<file path="config.mk">
export PLATFORM = sky130hd
export DESIGN_NAME = i2c_target
export DESIGN_NICKNAME = d
export VERILOG_FILES = /design/src/rtl/i2c_target.sv
export SDC_FILE = /design/constraint.sdc
export NUM_CORES = 1
export LEC_CHECK = 0
export CORE_MARGIN = 10
export CORE_UTILIZATION = 45
export CTS_CLUSTER_DIAMETER = 80
export DETAILED_ROUTE_END_ITERATION = 7
export PLACE_DENSITY_LB_ADDON = 0.3
export SLEW_MARGIN = 10
export SYNTH_ARGS = -nofsm -noshare
export SYNTH_HDL_FRONTEND = slang
export SYNTH_SLANG_ARGS = --single-unit
</file>
<file path="constraint.sdc">
create_clock -name clk -period 2.2 [get_ports clk]
set_input_delay 0.33 -clock clk [delete_from_list [all_inputs] [get_ports clk]]
set_output_delay 0.33 -clock clk [all_outputs]
set_load 0.01 [all_outputs]
</file>
<file path="src/rtl/i2c_target.sv">
// rtl/i2c_target.sv - I2C target endpoint, 7-bit address, byte RX/TX; optional clock stretching via I2C_TARGET_CLK_STRETCH_EN
module i2c_target #(
  parameter logic [6:0] ADDR        = 7'h50,
  parameter int         SYNC_STAGES = 2
) (
  input  logic       clk,
  input  logic       rst,
  input  logic       scl_i,
  input  logic       sda_i,
  output logic       sda_oe,
  output logic       scl_oe,
  output logic [7:0] rx_data,
  output logic       rx_valid,
  input  logic [7:0] tx_data,
  input  logic       tx_valid,
  output logic       tx_load,
  output logic       busy,
  output logic       addr_hit,
  output logic       rw
);

  typedef enum logic [2:0] {
    ST_IDLE, ST_ADDR, ST_ADDR_ACK, ST_RX, ST_RX_ACK, ST_TX, ST_TX_ACK, ST_WAIT_STOP
  } state_t;

  logic [SYNC_STAGES-1:0] scl_sync, sda_sync;
  logic                   scl_d, sda_d;
  logic                   scl_s, sda_s;
  logic                   scl_rise, scl_fall, start, stop;
  logic                   tx_enter;

  state_t     state;
  logic [2:0] bit_cnt;
  logic [7:0] shreg;
  logic       ack_on;
  logic       scl_hold;
  logic       tx_wait;

  // Synchronise the pads; reset to 1 so an idle bus produces no spurious events
  always_ff @(posedge clk or posedge rst) begin
    if (rst) begin
      scl_sync <= '1;
      sda_sync <= '1;
      scl_d    <= 1'b1;
      sda_d    <= 1'b1;
    end else begin
      scl_sync <= {scl_sync[SYNC_STAGES-2:0], scl_i};
      sda_sync <= {sda_sync[SYNC_STAGES-2:0], sda_i};
      scl_d    <= scl_sync[SYNC_STAGES-1];
      sda_d    <= sda_sync[SYNC_STAGES-1];
    end
  end

  assign scl_s    = scl_sync[SYNC_STAGES-1];
  assign sda_s    = sda_sync[SYNC_STAGES-1];
  assign scl_rise = scl_s & ~scl_d;
  assign scl_fall = ~scl_s & scl_d;
  // SCL must be high and stable on both samples, so an SDA edge alongside an SCL edge is data
  assign start    = scl_s & scl_d & ~sda_s & sda_d;
  assign stop     = scl_s & scl_d & sda_s & ~sda_d;

  // The SCL fall that closes an address ACK (read) or a master ACK starts the next read byte
  assign tx_enter = scl_fall & ack_on & (((state == ST_ADDR_ACK) & rw) | (state == ST_TX_ACK));

  assign scl_oe = scl_hold;

  // Protocol FSM with registered pad drives and client strobes
  always_ff @(posedge clk or posedge rst) begin
    if (rst) begin
      state    <= ST_IDLE;
      bit_cnt  <= 3'd7;
      shreg    <= 8'h00;
      ack_on   <= 1'b0;
      sda_oe   <= 1'b0;
      scl_hold <= 1'b0;
      tx_wait  <= 1'b0;
      rx_data  <= 8'h00;
      rx_valid <= 1'b0;
      tx_load  <= 1'b0;
      busy     <= 1'b0;
      addr_hit <= 1'b0;
      rw       <= 1'b0;
    end else begin
      rx_valid <= 1'b0;
      tx_load  <= 1'b0;
      if (stop) begin
        state    <= ST_IDLE;
        sda_oe   <= 1'b0;
        scl_hold <= 1'b0;
        tx_wait  <= 1'b0;
        busy     <= 1'b0;
        addr_hit <= 1'b0;
        ack_on   <= 1'b0;
      end else if (start) begin
        state    <= ST_ADDR;
        bit_cnt  <= 3'd7;
        sda_oe   <= 1'b0;
        scl_hold <= 1'b0;
        tx_wait  <= 1'b0;
        busy     <= 1'b1;
        addr_hit <= 1'b0;
        ack_on   <= 1'b0;
      end else if (tx_enter) begin
        state   <= ST_TX;
        bit_cnt <= 3'd7;
        ack_on  <= 1'b0;
`ifdef I2C_TARGET_CLK_STRETCH_EN
        if (!tx_valid) begin
          sda_oe   <= 1'b0;
          scl_hold <= 1'b1;
          tx_wait  <= 1'b1;
        end else
`endif
        begin
          tx_load <= 1'b1;
          shreg   <= tx_data;
          sda_oe  <= ~tx_data[7];
        end
      end else begin
        case (state)
          ST_ADDR: if (scl_rise) begin
            shreg <= {shreg[6:0], sda_s};
            if (bit_cnt == 3'd0) begin
              if (shreg[6:0] == ADDR) begin
                rw       <= sda_s;
                addr_hit <= 1'b1;
                ack_on   <= 1'b0;
                state    <= ST_ADDR_ACK;
              end else begin
                state <= ST_WAIT_STOP;
              end
            end else begin
              bit_cnt <= bit_cnt - 3'd1;
            end
          end
          ST_ADDR_ACK, ST_RX_ACK: if (scl_fall) begin
            // First fall pulls SDA for the ACK slot, second fall releases it
            if (!ack_on) begin
              sda_oe <= 1'b1;
              ack_on <= 1'b1;
            end else begin
              sda_oe  <= 1'b0;
              ack_on  <= 1'b0;
              bit_cnt <= 3'd7;
              state   <= ST_RX;
            end
          end
          ST_RX: if (scl_rise) begin
            shreg <= {shreg[6:0], sda_s};
            if (bit_cnt == 3'd0) begin
              rx_data  <= {shreg[6:0], sda_s};
              rx_valid <= 1'b1;
              ack_on   <= 1'b0;
              state    <= ST_RX_ACK;
            end else begin
              bit_cnt <= bit_cnt - 3'd1;
            end
          end
          ST_TX: begin
            if (tx_wait) begin
              if (tx_valid) begin
                tx_load <= 1'b1;
                shreg   <= tx_data;
                sda_oe  <= ~tx_data[7];
                tx_wait <= 1'b0;
              end
            end else begin
              // Bit 7 is on the line by now, so the stretch can end
              scl_hold <= 1'b0;
              if (scl_fall) begin
                if (bit_cnt == 3'd0) begin
                  sda_oe <= 1'b0;
                  ack_on <= 1'b0;
                  state  <= ST_TX_ACK;
                end else begin
                  bit_cnt <= bit_cnt - 3'd1;
                  shreg   <= {shreg[6:0], 1'b0};
                  sda_oe  <= ~shreg[6];
                end
              end
            end
          end
          ST_TX_ACK: if (scl_rise) begin
            if (sda_s) state <= ST_WAIT_STOP;
            else       ack_on <= 1'b1;
          end
          default: ;
        endcase
      end
    end
  end

endmodule

</file>
==> results of run 1 <==
[flip-flops by register name (all words and copies together) (netlist names), 2 cells and up]
register	cells
scl_sync	2
bit_cnt	3
sda_sync	2
rx_data	8
shreg	7
state	3
[routing by layer]
layer,up-vias,part of all wire (%),GRT usage (%)
met5,-,0,0
met4,0,2.6,6.09
met3,12,5.7,4.59
met2,60,47,21.8
met1,775,45,17.5
li1,741,-,-
[critical path, cell delays in order (launching register included)]
cell and delay (ns):
dfstp_2 0.37, inv_1 0.10, ha_1 0.24, nand2b_4 0.09, a2111oi_2 0.37, nor2_1 0.08
o221a_2 0.37, mux2_4 0.33
[power breakdown]
group          internal, mW  switching (mW)  total, mW
logic                 0.689           0.637       1.33
registers             0.816           0.160      0.977
clock network         0.227           0.269      0.496
[worst paths after layout]
kind                          endpoint  slack [ns]
max in group asynchronous        scl_d        1.42
hold / removal             scl_sync[1]        0.36
setup reg to reg              shreg[3]        0.13
min in group asynchronous       ack_on        0.41
hold reg to reg            scl_sync[1]        0.36
setup / recovery              shreg[3]        0.13
[cells by family (layout without fill, tap and decap cells)]
group,count (synthesis),in the layout,synth area share [%]
buffers and inverters,17,51,4.65
adder cells (fa/ha/maj),2,2,1.22
other,1,1,0.183
AO/OA/AOI/OAI,45,45,16.0
AND/OR/NAND/NOR,53,53,17.0
flip-flops,35,35,43.4
multiplexers,26,26,16.7
XOR/XNOR,2,2,0.857
[cell type report]
type / instances / area share, %
clock buffers: 5 / 2.79
clock inverters: 3 / 0.964
inverters: 8 / 1.22
multi-input cells: 129 / 43.1
flip-flops and latches: 35 / 36.0
well taps: 52 / 2.64
repair buffers: 35 / 13.3
[placed cells by master, fill, tap and decap left out, types with 3 or more instances in the layout]
master / synthesis / final
nor2b_1: 3 / 3
nor2_1: 11 / 11
buf_4: 1 / 9
clkbuf_8: 0 / 5
inv_1: 8 / 8
nand2_1: 10 / 10
mux2_1: 4 / 4
a211oi_1: 3 / 3
clkdlybuf4s50_1: 0 / 26
a21oi_1: 8 / 8
mux2_2: 9 / 9
nand4b_1: 3 / 3
o21ai_0: 9 / 9
mux2_4: 13 / 13
nor3b_1: 3 / 3
o21ai_1: 3 / 3
dfstp_2: 9 / 9
or3_1: 3 / 3
dfrtp_1: 26 / 26
[stage by stage]
stage	instances	area, um2	hold slack, ns	util (%)
after global placement	259	2370	0.347	54.1
after CTS	267	2460	0.361	56.2
after global routing	267	2460	0.365	56.2
final	267	2460	0.359	56.2
after floorplan	181	2040	0.334	-
after detailed placement	259	2370	0.350	54.1
==> flow_summary_export.csv, run 1 <==
group,metric,value,unit
outcome,run_status,"completed",
worst_setup_path,worst_r2r_startpoint,"bit_cnt[0]",
floorplanning,die_height,87.4,um
floorplanning,die-width,87.4,um
clocking,cts_resized,0,
sta,finalClockSkew,0.0150,ns
clocking,worst_skew_pair.late_latency,0.30,ns
yosys,synth_flop_cell,"dfrtp_1",
sta,drv_slew,0,
finish,areaGrowthSynthToFinish,20.6,%
clocking,cts.repair_timing.setup_buffer_count,0,
grt,initial_antenna_violation_count,0,
sta,setup-tns-final,0,ns
sta,layout_min_cycle_time,2.07,ns
routing,via_count,1588,
finish,nets,229,
worst_setup_path,crit_path_from,"bit_cnt[0]",
clocking,cts_hold_buffers,0,
worst_setup_path,critical_path.max_fanout,7,
worst_setup_path,r2r.worst_path.cells,7,
routing,route.antenna.remaining_nets,0,
routing,first_iter_violations,123,
clocking,worst_setup_hold_path_clk_slew,0.09,ns
min_path,min_delay_path_depth,0,
yosys,synthCells,181,
placed_design,detailedPlace.worstSlack,0.0676,ns
yosys,synth_area_per_cell,11.3,um2
finish,storage_element_area,887,um2
routing,post-route-drc-count,0,
worst_setup_path,critical_path_class,"reg -> reg",
yosys,synth_top_area_cell,"dfrtp_1",
clocking,cts_made_buffers,5,
power,leakage,1.09,nW
sta,timing.final.crit_share,93.9,%
sta,postLayoutSetupSlackWorst,0.134,ns
run,max_cap_viols,0,
min_path,hold_start,"scl_sync[0]",
power,power_density,1140,mW/mm2
yosys,synth_top_area_share,31.8,%
routing,drt-vias-per-instance,5.95,
power,finalPower,2.80,mW
floorplanning,boundaryPins,28,
yosys,synth-edff-count,0,
sta,timing.final.setup_violations,0,
finish,count_of_inserted_antenna_diode_cells,0,
finish,layout-drive-gt1-share,28.4,%
clocking,clock_tree_from_tritoncts,"done",
yosys,syn_area,0.00204,mm2
clocking,cts_max_level,2,
yosys,synthTopCellsByCount,"dfrtp_1, mux2_4, nor2_1",
routing,drt_first_pass_iters,4,
floorplanning,fp-row-count,24,
worst_setup_path,endpoint_kind,"flop",
sta,final-hold-violation-count,0,
yosys,number_of_warnings_printed_during_yosys_synthesis,0,
grt,maximum_number_of_pins_on_one_net_before_global_route_repair,36,
yosys,yosysSeqAreaShare,43.4,%
yosys,synth-seq-cells,35,
min_path,hold_path.class,"reg -> reg",
floorplanning,core_area,0.00438,mm2
grt,grt_pass1_wl,8450,um
routing,drt-total-wl,5030,um
routing,wire_per_inst,18.8,um
placed_design,final_weighted_congestion_of_routability_driven_global_placement,0.887,
clocking,cts-root-to-sink-buffers,2,
clocking,clock-root-buffer,"clkbuf_8",
finish,multi_input_combinational_cell_area,0.00106,mm2
floorplanning,floorplan.initialDensity,46.6,%
yosys,post-synth-top-count-cell,"dfrtp_1",
power,vdd_ir_drop_max,0.422,mV
grt,gr-usage-all-layers,14.1,%
worst_setup_path,startpoint_type,"flop",
finish,nFillCells,383,
yosys,syn_nets,196,
placed_design,port-buffer-count,26,
yosys,post_synth_main_area_contributors,"dfrtp_1, dfstp_2, mux2_4, mux2_2, o21ai_0",
grt,grt_remaining_overflow,0,
worst_setup_path,required_time_at_the_worst_slack_endpoint,2.38,ns
sta,rsz0062_at_grt,"false",
grt,first_global_vias,1662,
yosys,netlist-cell-type-count,58,
worst_setup_path,cp.arrival,2.25,ns
sta,fmax,484,MHz
placed_design,detailedPlacementHpwl,3800,um
yosys,synthArstFlopShare,100,%
floorplanning,die_area,0.00764,mm2
clocking,clock_sink_count,35,
(Power assumes the default switching activity.)
==> run 2, diff against run 1 <==
clock period = 2.1 ns   (was 2.2 ns; I/O delays follow)
==> run 2 against run 1 <==
Clock power decreased by 3%. Global-route usage down 0.72 points. First-iteration DRC count shrank 8.1%. Critical path depth down 2. Sequential cell count did not move. Core utilization increased by 2.1 points. Clock skew fell by 0.0031 ns. Register-to-register slack got worse by 0.03 ns. Setup slack got worse by 0.028 ns. Fmax up 3.6%. Largest cell class unchanged.
==> flow_summary_export.csv, run 2 (synthesized netlist as in run 1, its figures left out) <==
group,metric,value,unit
outcome,run_status,"completed",
grt,grt_pass1_wl,8250,um
sta,drv_slew,0,
worst_setup_path,timing.reg2reg.setup_slack,0.11,ns
floorplanning,floorplan.initialDensity,46.6,%
finish,count_of_inserted_antenna_diode_cells,0,
grt,first_global_vias,1647,
clocking,worst_skew_pair.late_latency,0.29,ns
min_path,worstHoldEndpoint,"sda_sync[1]",
finish,reg.largest.list,"rx_data: 8 flops, shreg: 7 flops",
worst_setup_path,critical_path.max_fanout,6,
floorplanning,die-width,87.4,um
worst_setup_path,r2r.worst_path.cells,5,
power,power_density,1180,mW/mm2
worst_setup_path,required_time_at_the_worst_slack_endpoint,2.27,ns
finish,nets,236,
worst_setup_path,worst_r2r_startpoint,"scl_d",
sta,layout_min_cycle_time,1.99,ns
grt,grt_busiest_layer,"met2",
placed_design,port-buffer-count,26,
placed_design,detailedPlacementHpwl,3630,um
sta,fmax,502,MHz
worst_setup_path,startpoint_type,"flop",
clocking,cts_hold_buffers,0,
sta,timing.final.setup_violations,0,
sta,final-hold-violation-count,0,
grt,maximum_number_of_pins_on_one_net_before_global_route_repair,24,
grt,met1_usage,17.4,%
min_path,min_delay_path_depth,0,
finish,largest_register_ff_count,8,
routing,drt-total-wl,4880,um
routing,post-route-drc-count,0,
routing,drt-vias-per-instance,5.96,
min_path,hold_start,"sda_sync[0]",
routing,wire_per_inst,17.8,um
routing,route.antenna.remaining_nets,0,
finish,top_register,"rx_data",
clocking,clock-root-buffer,"clkbuf_8",
grt,gr-usage-all-layers,13.4,%
clocking,clock_sink_count,35,
floorplanning,boundaryPins,28,
clocking,cts_max_level,2,
clocking,worst_setup_hold_path_clk_slew,0.07,ns
sta,max_slew.worst_pin.slew,0.603,ns
finish,fin_util,58.3,%
routing,drt_first_pass_iters,4,
clocking,clock_tree_from_tritoncts,"done",
run,max_cap_viols,0,
sta,rsz0062_at_grt,"false",
grt,initial_antenna_violation_count,0,
floorplanning,die_area,0.00764,mm2
routing,via_count,1633,
sta,setup-tns-final,0,ns
floorplanning,core_area,0.00438,mm2
grt,grt_util_met3,3.37,%
clocking,cts-root-to-sink-buffers,2,
sta,finalClockSkew,0.0119,ns
min_path,hold_path.class,"reg -> reg",
power,leakage,1.14,nW
finish,areaGrowthSynthToFinish,25.0,%
worst_setup_path,endpoint_of_the_worst_register_to_register_path,"state[1]",
worst_setup_path,endpoint_kind,"flop",
worst_setup_path,cp.arrival,2.16,ns
finish,layout-drive-gt1-share,30.6,%
routing,first_iter_violations,113,
sta,timing.max_slew.rel_slack,59.7,%
finish,mostFrequentLayoutCells,"dfrtp_1, clkdlybuf4s50_1, mux2_4, buf_4",
worst_setup_path,critical_path_class,"reg -> reg",
clocking,cts_made_buffers,5,
grt,grt_remaining_overflow,0,
floorplanning,fp-row-count,24,
sta,timing.final.crit_share,94.9,%
floorplanning,die_height,87.4,um
grt,globalRouteMet2Util,20.0,%
placed_design,final_weighted_congestion_of_routability_driven_global_placement,0.949,
power,vdd_ir_drop_max,0.525,mV
run 2: changes by cell type in the layout (fill, tap and decap cells not counted):
cell	change
buf_4	+4
buf_12	+3
clkbuf_1	+2
a221oi_1	-1
a221oi_2	+1
clkinvlp_4	-1
inv_6	-1
nor2_1	-1
nor2_2	+1
run 2: through the flow:
stage | instances | power [mW] | setup slack (ns) | area, um2 | hold slack [ns]
floorplan | 181 | 2.08 | 0.209 | 2040 | 0.319
global placement | 263 | 2.46 | 0.0724 | 2440 | 0.346
detailed placement | 263 | 2.49 | 0.0331 | 2440 | 0.349
CTS | 271 | 2.99 | 0.0284 | 2520 | 0.359
global route | 274 | 3.24 | 0.00122 | 2550 | 0.365
finish | 274 | 3.02 | 0.107 | 2550 | 0.357
run 2: timing repair:
| item | 4_1_cts | 5_1_grt |
|---|---|---|
| resized for setup | 0 | 3 |
| setup endpoints to repair | 0 | 9 |
| buffers inserted | 0 | 3 |
run 2: cell type report:
type                    instances  area, um2
fillers                       372       1830
clock buffers                   7       76.3
inverters                       8       30.0
flip-flops and latches         35        887
repair buffers                 42        418
clock inverters                 1       7.51
multi-input cells             129       1070
well taps                      52       65.1
run 2: worst max path at each step:
stage	from	to	cells after the start
2_1_floorplan	bit_cnt[0]	shreg[0]	8
5_1_grt	scl_d	state[1]	5
3_5_place_dp	bit_cnt[0]	shreg[4]	7
6_report	scl_d	state[1]	5
4_1_cts	bit_cnt[0]	shreg[4]	7
3_3_place_gp	bit_cnt[0]	shreg[5]	7
run 2: power breakdown:
part           internal [mW]  leakage [nW]  total [mW]  switching [mW]
combinational          0.819         0.670        1.53           0.711
clock                  0.235        0.0385       0.482           0.247
sequential             0.856         0.430        1.01           0.153
total                   1.91          1.14        3.02            1.11
run 2: worst max-delay path, stage by stage (launching register included):
cell,delay (ns)
dfstp_2,0.58
and2b_2,0.30
a221oi_2,0.28
nor2_2,0.11
a31oi_2,0.25
mux2_1,0.36
run 2: per-layer routing:
layer | up-vias | part of all wire [%]
met2 | 54 | 47
li1 | 749 | -
met3 | 12 | 5.0
met4 | 0 | 2.2
met1 | 818 | 46
met5 | - | 0
==> run 3, diff against run 2 <==
SKIP_LAST_GASP = 1   (was unset)
==> results of run 3 <==
No change in the layout: final DEF, timing and power equal those of run 2.
